===== config.mk =====
export PLATFORM = sky130hd
export DESIGN_NAME = branch_resolve
export DESIGN_NICKNAME = d
export VERILOG_FILES = /design/src/rtl/branch_resolve.sv
export SDC_FILE = /design/constraint.sdc
export NUM_CORES = 1
export LEC_CHECK = 0
export CAP_MARGIN = 20
export CORE_UTILIZATION = 44
export CTS_BUF_LIST = sky130_fd_sc_hd__clkbuf_2
export DETAILED_ROUTE_END_ITERATION = 7
export GPL_TIMING_DRIVEN = 0
export PLACE_DENSITY = 0.84
export SLEW_MARGIN = 40
export SYNTH_ARGS = -nofsm -noshare
export SYNTH_HDL_FRONTEND = slang
export SYNTH_SLANG_ARGS = --single-unit

===== constraint.sdc =====
create_clock -name clk -period 3.01 [get_ports clk]
set_clock_uncertainty 0.2 [all_clocks]
set_input_delay 0.4515 -clock clk [delete_from_list [all_inputs] [get_ports clk]]
set_output_delay 0.4515 -clock clk [all_outputs]
set_load 0.01 [all_outputs]

===== src/rtl/branch_resolve.sv =====
// Branch resolution stage: decodes MIPS-style conditional branches, computes
// target/link/redirect addresses, registers the result behind a one-deep
// valid/ready register and keeps saturating statistics counters.
module branch_resolve #(
   parameter int unsigned DATA_W = 32,
   parameter int unsigned CNT_W  = 16
) (
   input  logic              clk,
   input  logic              resetn,
   input  logic              in_valid,
   output logic              in_ready,
   input  logic [5:0]        in_op,
   input  logic [4:0]        in_rt,
   input  logic [DATA_W-1:0] in_a,
   input  logic [DATA_W-1:0] in_b,
   input  logic [DATA_W-1:0] in_pc,
   input  logic [15:0]       in_imm,
   input  logic              in_pred_taken,
   input  logic              flush,
   output logic              out_valid,
   input  logic              out_ready,
   output logic              out_is_branch,
   output logic              out_taken,
   output logic              out_link_en,
   output logic              out_mispredict,
   output logic [DATA_W-1:0] out_target,
   output logic [DATA_W-1:0] out_link,
   output logic [DATA_W-1:0] out_redirect_pc,
   input  logic              cnt_clr,
   output logic [CNT_W-1:0]  cnt_branch,
   output logic [CNT_W-1:0]  cnt_taken,
   output logic [CNT_W-1:0]  cnt_mispred
);

   logic              a_neg, a_zero;
   logic              is_branch_d, taken_d, link_en_d, mispredict_d;
   logic [DATA_W-1:0] imm_sx, offset, target_d, link_d, redirect_d;
   logic              accept, xfer;

   logic              out_valid_q;
   logic              is_branch_q, taken_q, link_en_q, mispredict_q;
   logic [DATA_W-1:0] target_q, link_q, redirect_q;
   logic [CNT_W-1:0]  cnt_branch_q, cnt_taken_q, cnt_mispred_q;

   assign a_neg  = in_a[DATA_W-1];
   assign a_zero = (in_a == '0);

   // Decode branch kind and outcome from opcode / REGIMM sub-op.
   always_comb begin
      is_branch_d = 1'b0;
      taken_d     = 1'b0;
      link_en_d   = 1'b0;
      case (in_op)
         6'b000100: begin is_branch_d = 1'b1; taken_d = (in_a == in_b); end
         6'b000101: begin is_branch_d = 1'b1; taken_d = (in_a != in_b); end
         6'b000110: begin is_branch_d = 1'b1; taken_d = a_neg | a_zero; end
         6'b000111: begin is_branch_d = 1'b1; taken_d = ~a_neg & ~a_zero; end
         6'b000001: begin
            case (in_rt)
               5'b00000, 5'b10000: begin
                  is_branch_d = 1'b1;
                  taken_d     = a_neg;
                  link_en_d   = in_rt[4];
               end
               5'b00001, 5'b10001: begin
                  is_branch_d = 1'b1;
                  taken_d     = ~a_neg;
                  link_en_d   = in_rt[4];
               end
               default: ;
            endcase
         end
         default: ;
      endcase
   end

   // DATA_W >= 18 keeps the shifted 18-bit offset inside the datapath.
   assign imm_sx       = DATA_W'($signed(in_imm));
   assign offset       = {imm_sx[DATA_W-3:0], 2'b00};
   assign target_d     = in_pc + DATA_W'(4) + offset;
   assign link_d       = in_pc + DATA_W'(8);
   assign redirect_d   = taken_d ? target_d : link_d;
   assign mispredict_d = is_branch_d ? (taken_d != in_pred_taken) : in_pred_taken;

   assign in_ready = (~out_valid_q | out_ready) & ~flush;
   assign accept   = in_valid & in_ready;
   assign xfer     = out_valid_q & out_ready;

   // Result register: load on accept, drain on transfer, kill on flush.
   always_ff @(posedge clk) begin
      if (!resetn) begin
         out_valid_q  <= 1'b0;
         is_branch_q  <= 1'b0;
         taken_q      <= 1'b0;
         link_en_q    <= 1'b0;
         mispredict_q <= 1'b0;
         target_q     <= '0;
         link_q       <= '0;
         redirect_q   <= '0;
      end else if (flush) begin
         out_valid_q <= 1'b0;
      end else if (accept) begin
         out_valid_q  <= 1'b1;
         is_branch_q  <= is_branch_d;
         taken_q      <= taken_d;
         link_en_q    <= link_en_d;
         mispredict_q <= mispredict_d;
         target_q     <= target_d;
         link_q       <= link_d;
         redirect_q   <= redirect_d;
      end else if (xfer) begin
         out_valid_q <= 1'b0;
      end
   end

   function automatic logic [CNT_W-1:0] sat_inc(input logic [CNT_W-1:0] v, input logic en);
      if (en && (v != {CNT_W{1'b1}})) return v + CNT_W'(1);
      return v;
   endfunction

   // Statistics: count on each output transfer (a flushed transfer still counts); clear wins.
   always_ff @(posedge clk) begin
      if (!resetn || cnt_clr) begin
         cnt_branch_q  <= '0;
         cnt_taken_q   <= '0;
         cnt_mispred_q <= '0;
      end else if (xfer) begin
         cnt_branch_q  <= sat_inc(cnt_branch_q, is_branch_q);
         cnt_taken_q   <= sat_inc(cnt_taken_q, taken_q);
         cnt_mispred_q <= sat_inc(cnt_mispred_q, mispredict_q);
      end
   end

   assign out_valid       = out_valid_q;
   assign out_is_branch   = is_branch_q;
   assign out_taken       = taken_q;
   assign out_link_en     = link_en_q;
   assign out_mispredict  = mispredict_q;
   assign out_target      = target_q;
   assign out_link        = link_q;
   assign out_redirect_pc = redirect_q;
   assign cnt_branch      = cnt_branch_q;
   assign cnt_taken       = cnt_taken_q;
   assign cnt_mispred     = cnt_mispred_q;

endmodule


== Word-level counts from Yosys, hierarchy flattened ==
Index checks and enable logic that the tools add are counted.
Operators by class
  add/sub/neg operators: 6
  equal/unequal tests: 14
  multiplexer cells: 22
  bitwise logic cells: 11
  reductions and logical operators: 17
Operators by type and width (number)
  $add 16x1->16 const B: 3
  $mux 16: 3
  $ne 16x16->1 const B: 3
  $add 32x3->32 const B: 1
  $add 32x32->32: 1
  $add 32x4->32 const B: 1
  $eq 32x32->1: 1
  $logic_not 32->1: 1
  $mux 32: 1
  $ne 32x32->1: 1
  $eq 6x3->1 const B: 4
  $mux 1: 15
  $eq 5x5->1 const B: 2
  $reduce_and 2->1: 4
  $reduce_or 4->1: 2
  $eq 6x1->1 const B: 1
  $reduce_or 2->1: 3
  $eq 5x1->1 const B: 1
  $logic_not 5->1: 1
  $not 1->1: 5
  $pmux 1 s5: 1
  $and 1x1->1: 4
  $pmux 1 s2: 2
  $logic_and 1x1->1: 3
  other kinds (5): 6
Storage, ports and cells
  bits in registers: 149
  input bits: 130
  output and inout port bits: 150
  word-level logic and storage cells: 81

== Depth between registers and ports, before layout ==
Gate-level depths: netlist of the first run.
  depth after elaboration: 6
  gate-level depth with buffers: 14
  depth with buffers taken out: 14

== Worst setup path before layout of the first run ==
No wires, ideal clock.
  kind: in2reg
  start point: in in_pc[3]
  end point: reg redirect_q[23], in the netlist out_redirect_pc[23]
  setup time: 0.069 ns
  data arrival time: 2.767 ns
  required time: 2.741 ns
  slack: -0.026 ns
  stages: 12
  path buffers: 0
  path through: ha_1 > ha_1 > inv_1 > fa_1 > nand2b_1 > a21oi_1 > o21ai_1 > a211oi_1 > o21ai_0 > xor2_1 > mux2_2 > o21ai_1
On the way
  word-level cells in the longest chain between the ends: 3
  elaborated cells on any way between the ends: 4
  classes of those cells: 3 x add/sub; 1 x mux
Ends and longest elaborated chain
  start, declared: RTL line 16  | input logic [DATA_W-1:0] in_pc,
  $add 32x3->32: RTL line 80  | assign target_d = in_pc + DATA_W'(4) + offset;
  $add 32x32->32: RTL line 80
  $mux 32 (*): RTL line 82  | assign redirect_d = taken_d ? target_d : link_d;
  end signal, assigned: RTL line 110  | redirect_q <= redirect_d;
  end, declared: RTL line 42  | logic [DATA_W-1:0] target_q, link_q, redirect_q;
Every way passes the cells marked *; elsewhere a longest branch is shown, timed or not.
A chain may end at the register's enable or synchronous reset.

== Worst setup path in the final report of the first run ==
  start point: in in_pc[13]
  end point: reg redirect_q[24], in the netlist out_redirect_pc[24]
The elaborated chain is that of the path after synthesis.

==> results of run 1 <==
-- metal layers --
metal	share of wire, %	track usage [%]	up-vias	wire, µm
li1	-	-	4320	-
met3	8.8	5.888	91	2641
met5	0	0	-	0
met1	37	34.07	4247	11220
met2	50	53.43	525	14900
met4	4.0	13.64	0	1188
-- worst max-delay path: cells and delay by family --
kind | cells | cell delay, ns
compound gates | 6 | 1.33
xor+xnor | 1 | 0.31
fa+ha+maj | 2 | 0.68
buf+inv | 1 | 0.48
simple gates | 1 | 0.18
-- placed cells by master, fill, tap and decap left out, drive strengths merged, types with 3 or more instances in the layout --
cell and instances:
and3 13, ha 61, nor3 19, a31oi 6, inv 18, nor2b 4
or2 3, o31ai 8, buf 13, mux2i 5, o21a 4, and2 11
a41oi 3, a21o 13, xor2 79, xnor2 42, nand4 20, nor4 16
or3 15, clkinv 9, clkbuf 54, clkdlybuf4s50 275, dfxtp 145, dlygate4sd2 3
a21oi 65, dlygate4sd3 3, o211ai 10, a311oi 5, and4 12, o21ai 50
a32oi 4, a211oi 32, o21bai 7, nand2 104, nand3b 3, nand2b 9
nor3b 4, o22ai 3, nor2 118, nand3 52
-- stage by stage --
stage | instances | area [µm²]
after floorplan | 1037 | 8638
after global placement | 1576 | 11760
after detailed placement | 1576 | 11760
after CTS | 1611 | 12040
after global routing | 1612 | 12130
final | 1612 | 12130
-- final cells by class --
| class | count | area, µm² |
|---|---|---|
| Clock buffer | 19 | 95.09 |
| Sequential cell | 145 | 2903 |
| Clock inverter | 13 | 120.1 |
| Inverter | 18 | 67.56 |
| Antenna cell | 1 | 2.502 |
| Buffer | 46 | 206.4 |
| Tap cell | 260 | 325.3 |
| Multi-Input combinational cell | 826 | 5570 |
| Fill cell | 1611 | 6830 |
| Timing Repair Buffer | 284 | 2835 |
-- flip-flops by register name (all words and copies together) (netlist names), 16 cells and up --
signal	count
cnt_taken	16
out_target	32
cnt_mispred	16
cnt_branch	16
out_redirect_pc	30
out_link	30
-- cell families after synthesis --
logic type	after synthesis	share of synthesized area, %
fa+ha+maj	62	9.072
mux	7	0.8406
compound gates	230	18.04
flops	145	33.62
simple gates	406	22.88
buf+inv	66	3.261
xor+xnor	121	12.28
-- power by group through the flow --
stage	Sequential, mW	Clock [mW]	Combinational, mW
2_1_floorplan	2.14	0	0.653
3_3_place_gp	2.11	0	1.29
3_5_place_dp	2.11	0	1.31
4_1_cts	2.07	1.09	1.33
5_1_grt	2.08	1.17	1.48
6_report	2.07	1.10	1.37
-- worst max path at each step --
stage / cells after the start / slack, ns / from / to
after floorplan: 10 / 0.01 / in_pc[9] / out_redirect_pc[24]
after global placement: 12 / -1.03 / in_imm[15] / out_target[29]
after detailed placement: 12 / -1.12 / in_imm[15] / out_target[29]
after CTS: 12 / 0.004 / in_pc[13] / out_redirect_pc[24]
after global routing: 8 / -0.008 / out_valid / out_redirect_pc[5]
final: 11 / 0.05 / in_pc[13] / out_redirect_pc[24]
-- what timing repair did --
item / in CTS / in global routing
setup endpoints to repair: 19 / 17
hold buffers: 2 / 1
endpoints found under the hold margin: 2 / 1
gates resized for setup: 15 / 13
gates cloned: 0 / 0
setup buffers: 1 / 1
pin swaps: 7 / 8
==> run_results.csv, run 1 <==
group,metric,value,unit
power_and_ir_drop,seq_power_share,45.6,%
cells_and_area,syn_to_final_growth,40.45,%
placement,gp_congestion,0.9301,
global_route,overflow,0,
global_route,grt_pass1_vias,8838,
setup_path,reg2reg_to,"out_redirect_pc[5]",
synth,synthArstFlopShare,0,%
floorplan,initial_utilization,45.54,%
synth,synth_area_leaders,"dfxtp_1 34%, ha_1 8.8%, xor2_1 8.0%, nor2_1 5.1%, nand2_1 4.4%",
setup_path,r2r-start,"out_valid",
setup_path,cp-start-kind,"input pin",
floorplan,coreArea,18960,µm²
sta,fmax,0.3379,GHz
global_route,grt.total_usage,29.84,%
synth,synth_seq_cells,145,
routing,drt-initial-drc-count,594,
power_and_ir_drop,pwr-share-comb,30.2,%
routing,routed_wl,29.95,mm
synth,synth_fp_nets,1229,
power_and_ir_drop,irDropWorstVdd,0.0002067,V
clock_tree,clockRootBuffer,"clkbuf_2",
routing,via_count,9183,
power_and_ir_drop,p_sw,1.516,mW
placement,io_buffers,279,
sta,drv_slew,0,
sta,period_share,98.31,%
clock_tree,cts_buffers,17,
power_and_ir_drop,sw_frac_of_total,33.34,%
synth,synth-edff-count,0,
setup_path,rrSetupSlack,0.25,ns
cells_and_area,layout.nets,1530,
synth,synth_seq_area_share,33.62,%
synth,synth_area_leader_cell,"dfxtp_1",
synth,yosysUniqueCellTypes,70,
floorplan,die_w,142.1,µm
power_and_ir_drop,power.density,374.9,nW/µm²
sta,fin_crit,2.959,ns
global_route,antenna_found_initial,1,
setup_path,path_common_cell,"a21o_1",
setup_path,max_stage_delay,0.48,ns
routing,wl_per_cell,18.58,µm
setup_path,critPathSlowestCell,"clkdlybuf4s50_1",
synth,synth.most_common_cell,"dfxtp_1",
setup_path,reg2reg_depth,8,
synth,yosysTopAreaCellShare,33.62,%
setup_path,cp-end-kind,"flip-flop",
sta,slew_headroom,49.69,%
cells_and_area,drive_gt1_share,6.218,%
floorplan,io_pins,280,
clock_tree,cts_sinks,145,
sta,setup_viol,0,
power_and_ir_drop,p_leak,4.473,nW
outcome,status,"finished clean",
sta,setup_ws,0.05094,ns
placement,place_ws,-1.116,ns
clock_tree,cts_max_level,4,
routing,postRouteAntennaNets,0,
setup_path,arrival,3.43,ns
clock_tree,cts_tree,"yes",
hold_path,hold-path-endpoint,"out_valid",
sta,finalHoldViolations,0,
power_and_ir_drop,power.total,4.546,mW
sta,fin_setup_tns,0,ns
placement,dp_hpwl,24.23,mm
clock_tree,max-clock-path-buffers,2,
hold_path,hold_depth,2,
synth,synth_common_cells,"145 x dfxtp_1, 117 x nor2_1, 101 x nand2_1",
setup_path,worstPathRequired,3.48,ns
routing,via_per_inst,5.697,
setup_path,cp_max_fo,7,
clock_tree,clkLatencyLatePin,0.76,ns
clock_tree,cts.reportedPaths.clkPinSlew,0.19,ns
floorplan,dieArea,20190,µm²
hold_path,min-delay-start,"flush",
routing,drt_pass1_iterations,5,
power_and_ir_drop,clkPwrFrac,24.2,%
synth,syn_area_per_cell,8.325,µm²
setup_path,crit_type,"input pin to flip-flop",
cells_and_area,post-route-util,63.97,%
global_route,grt_max_degree,17,
sta,whs,0.06484,ns
power_and_ir_drop,internal-power,3.030,mW
routing,drc,0,
synth,yosys_most_used_dff,"dfxtp_1",
synth,syn_area,8633,µm²
synth,synth_cells,1037,
floorplan,rows,50,
global_route,grt_pass1_wl,46.24,mm
sta,worst_slew_pin_slew,0.7501,ns
run,maxCapViolations,0,
hold_path,hold_class,"input pin to flip-flop",
floorplan,die_y,142.1,µm
setup_path,path_cells,"clkdlybuf4s50_1 -> ha_1 -> ha_2 -> a21o_1 -> a21o_1 -> a21o_1 -> and2_1 -> o32a_1 -> a211oi_2 -> xor2_1 -> o21bai_1",
synth,yosysWarnings,0,
Note: power is estimated with default switching activity, not from simulation.
==> run 2: changes to the inputs <==
--- a/config.mk
+++ b/config.mk
@@ -11,6 +11,7 @@
 export DETAILED_ROUTE_END_ITERATION = 7
 export GPL_TIMING_DRIVEN = 0
 export PLACE_DENSITY = 0.84
+export SKIP_LAST_GASP = 1
 export SLEW_MARGIN = 40
 export SYNTH_ARGS = -nofsm -noshare
 export SYNTH_HDL_FRONTEND = slang
==> run 2 against run 1 <==
First-iteration DRC count up 3.5%. Worst hold slack improved by 0.0035 ns. Die area is the same. Final area about the same. Clock-buffer cell count unchanged. Sequential cell count did not move. Non-clock buffer count did not move. Critical endpoint is now out_redirect_pc[30]. Highest routed layer unchanged.
==> run_results.csv, run 2 (synthesis gave the netlist of run 1 again) <==
group,metric,value,unit
outcome,status,"finished clean",
routing,via_per_inst,5.718,
floorplan,initial_utilization,45.54,%
cells_and_area,syn_to_final_growth,40.57,%
clock_tree,clockRootBuffer,"clkbuf_2",
sta,finalHoldViolations,0,
sta,period_share,97.83,%
routing,postRouteAntennaNets,0,
cells_and_area,layout.nets,1530,
hold_path,min-delay-start,"flush",
sta,setup_viol,0,
global_route,grt_pass1_vias,8838,
hold_path,hold_class,"input pin to flip-flop",
setup_path,cp_max_fo,5,
cells_and_area,drive_gt1_share,6.218,%
sta,setup_ws,0.06545,ns
clock_tree,cts_sinks,145,
clock_tree,max-clock-path-buffers,2,
global_route,grt_max_degree,17,
clock_tree,clkLatencyLatePin,0.76,ns
cells_and_area,post-route-util,64.02,%
floorplan,die_y,142.1,µm
run,maxCapViolations,0,
global_route,grt_pass1_wl,46.24,mm
setup_path,r2r-start,"out_valid",
sta,slew_headroom,51.21,%
floorplan,rows,50,
placement,gp_congestion,0.9301,
routing,routed_wl,30.00,mm
power_and_ir_drop,p_leak,4.475,nW
sta,whs,0.06837,ns
floorplan,dieArea,20190,µm²
setup_path,arrival,3.43,ns
power_and_ir_drop,power.total,4.549,mW
routing,wl_per_cell,18.61,µm
routing,drt-initial-drc-count,615,
setup_path,cp-start-kind,"input pin",
global_route,grt.total_usage,29.84,%
floorplan,io_pins,280,
clock_tree,cts_tree,"yes",
global_route,overflow,0,
placement,place_ws,-1.116,ns
global_route,antenna_found_initial,1,
sta,drv_slew,0,
sta,fmax,0.3396,GHz
cells_and_area,final_cells,1612,
clock_tree,cts_max_level,4,
floorplan,die_w,142.1,µm
cells_and_area,final_common_cell,"clkdlybuf4s50_1",
sta,fin_crit,2.945,ns
cells_and_area,layout_common_cells,"275 x clkdlybuf4s50_1, 145 x dfxtp_1, 117 x nor2_1, 101 x nand2_1, 78 x xor2_1",
routing,drc,0,
floorplan,coreArea,18960,µm²
power_and_ir_drop,irDropWorstVdd,0.0002059,V
setup_path,cp-end-kind,"flip-flop",
routing,drt_pass1_iterations,6,
sta,worst_slew_pin_slew,0.7274,ns
cells_and_area,largest_reg_flops,32,
setup_path,worstPathRequired,3.49,ns
placement,io_buffers,279,
placement,dp_hpwl,24.23,mm
power_and_ir_drop,power.density,374.8,nW/µm²
setup_path,crit_start,"in_pc[5]",
routing,via_count,9217,
placement,dp.cells,1576,
clock_tree,cts_buffers,17,
clock_tree,cts.reportedPaths.clkPinSlew,0.20,ns
setup_path,crit_type,"input pin to flip-flop",
==> run 2: path summary, 6_finish.rpt <==
| check | to | depth (start not counted) | slack (ns) |
|---|---|---|---|
| worst max-delay path | out_redirect_pc[30] | 12 | 0.07 |
| worst min-delay path | out_valid | 2 | 0.07 |
| worst max register to register | out_redirect_pc[5] | 8 | 0.23 |
| worst min register to register | out_link[4] | 2 | 0.26 |
==> run 2: worst max-delay path: stages <==
cell	delay [ns]
clkdlybuf4s50_1	0.50
ha_1	0.35
ha_1	0.40
nand3_1	0.12
nor2_1	0.08
o31ai_4	0.28
buf_4	0.16
a21boi_1	0.08
o311a_1	0.39
o211ai_1	0.12
o211ai_1	0.15
a221oi_2	0.33
==> run 2: where the power goes <==
| part | internal (mW) | switching (mW) |
|---|---|---|
| sequential | 2.01 | 0.0633 |
| combinational | 0.649 | 0.728 |
| clock | 0.372 | 0.724 |
| total | 3.03 | 1.52 |
==> run 2: final cells by class <==
cell class	count	area, µm²
Antenna cell	1	2.502
Timing Repair Buffer	284	2835
Fill cell	1607	6820
Tap cell	260	325.3
Buffer	46	206.4
Sequential cell	145	2903
Multi-Input combinational cell	826	5580
Clock inverter	13	120.1
Inverter	18	67.56
Clock buffer	19	95.09
==> run 2: per-layer routing <==
metal | share of wire (%) | track usage [%] | vias to the layer above
met5 | 0 | 0 | -
met4 | 3.9 | 13.64 | 0
met3 | 8.5 | 5.888 | 87
met2 | 50 | 53.43 | 529
met1 | 38 | 34.07 | 4264
li1 | - | - | 4337
==> run 2: per-stage QoR <==
step | area (µm²) | setup TNS, ns
global route | 12140 | -0.007935
detailed placement | 11760 | -39.17
finish | 12140 | 0
floorplan | 8638 | 0
CTS | 12040 | -0.001006
global placement | 11760 | -37.84
==> run 2: what timing repair did <==
item | CTS | global route
endpoints found under the hold margin | 2 | 1
endpoints found under the setup margin | 19 | 17
setup buffers | 1 | 1
gates resized for setup | 14 | 15
hold buffers | 2 | 1
pin swaps | 7 | 8
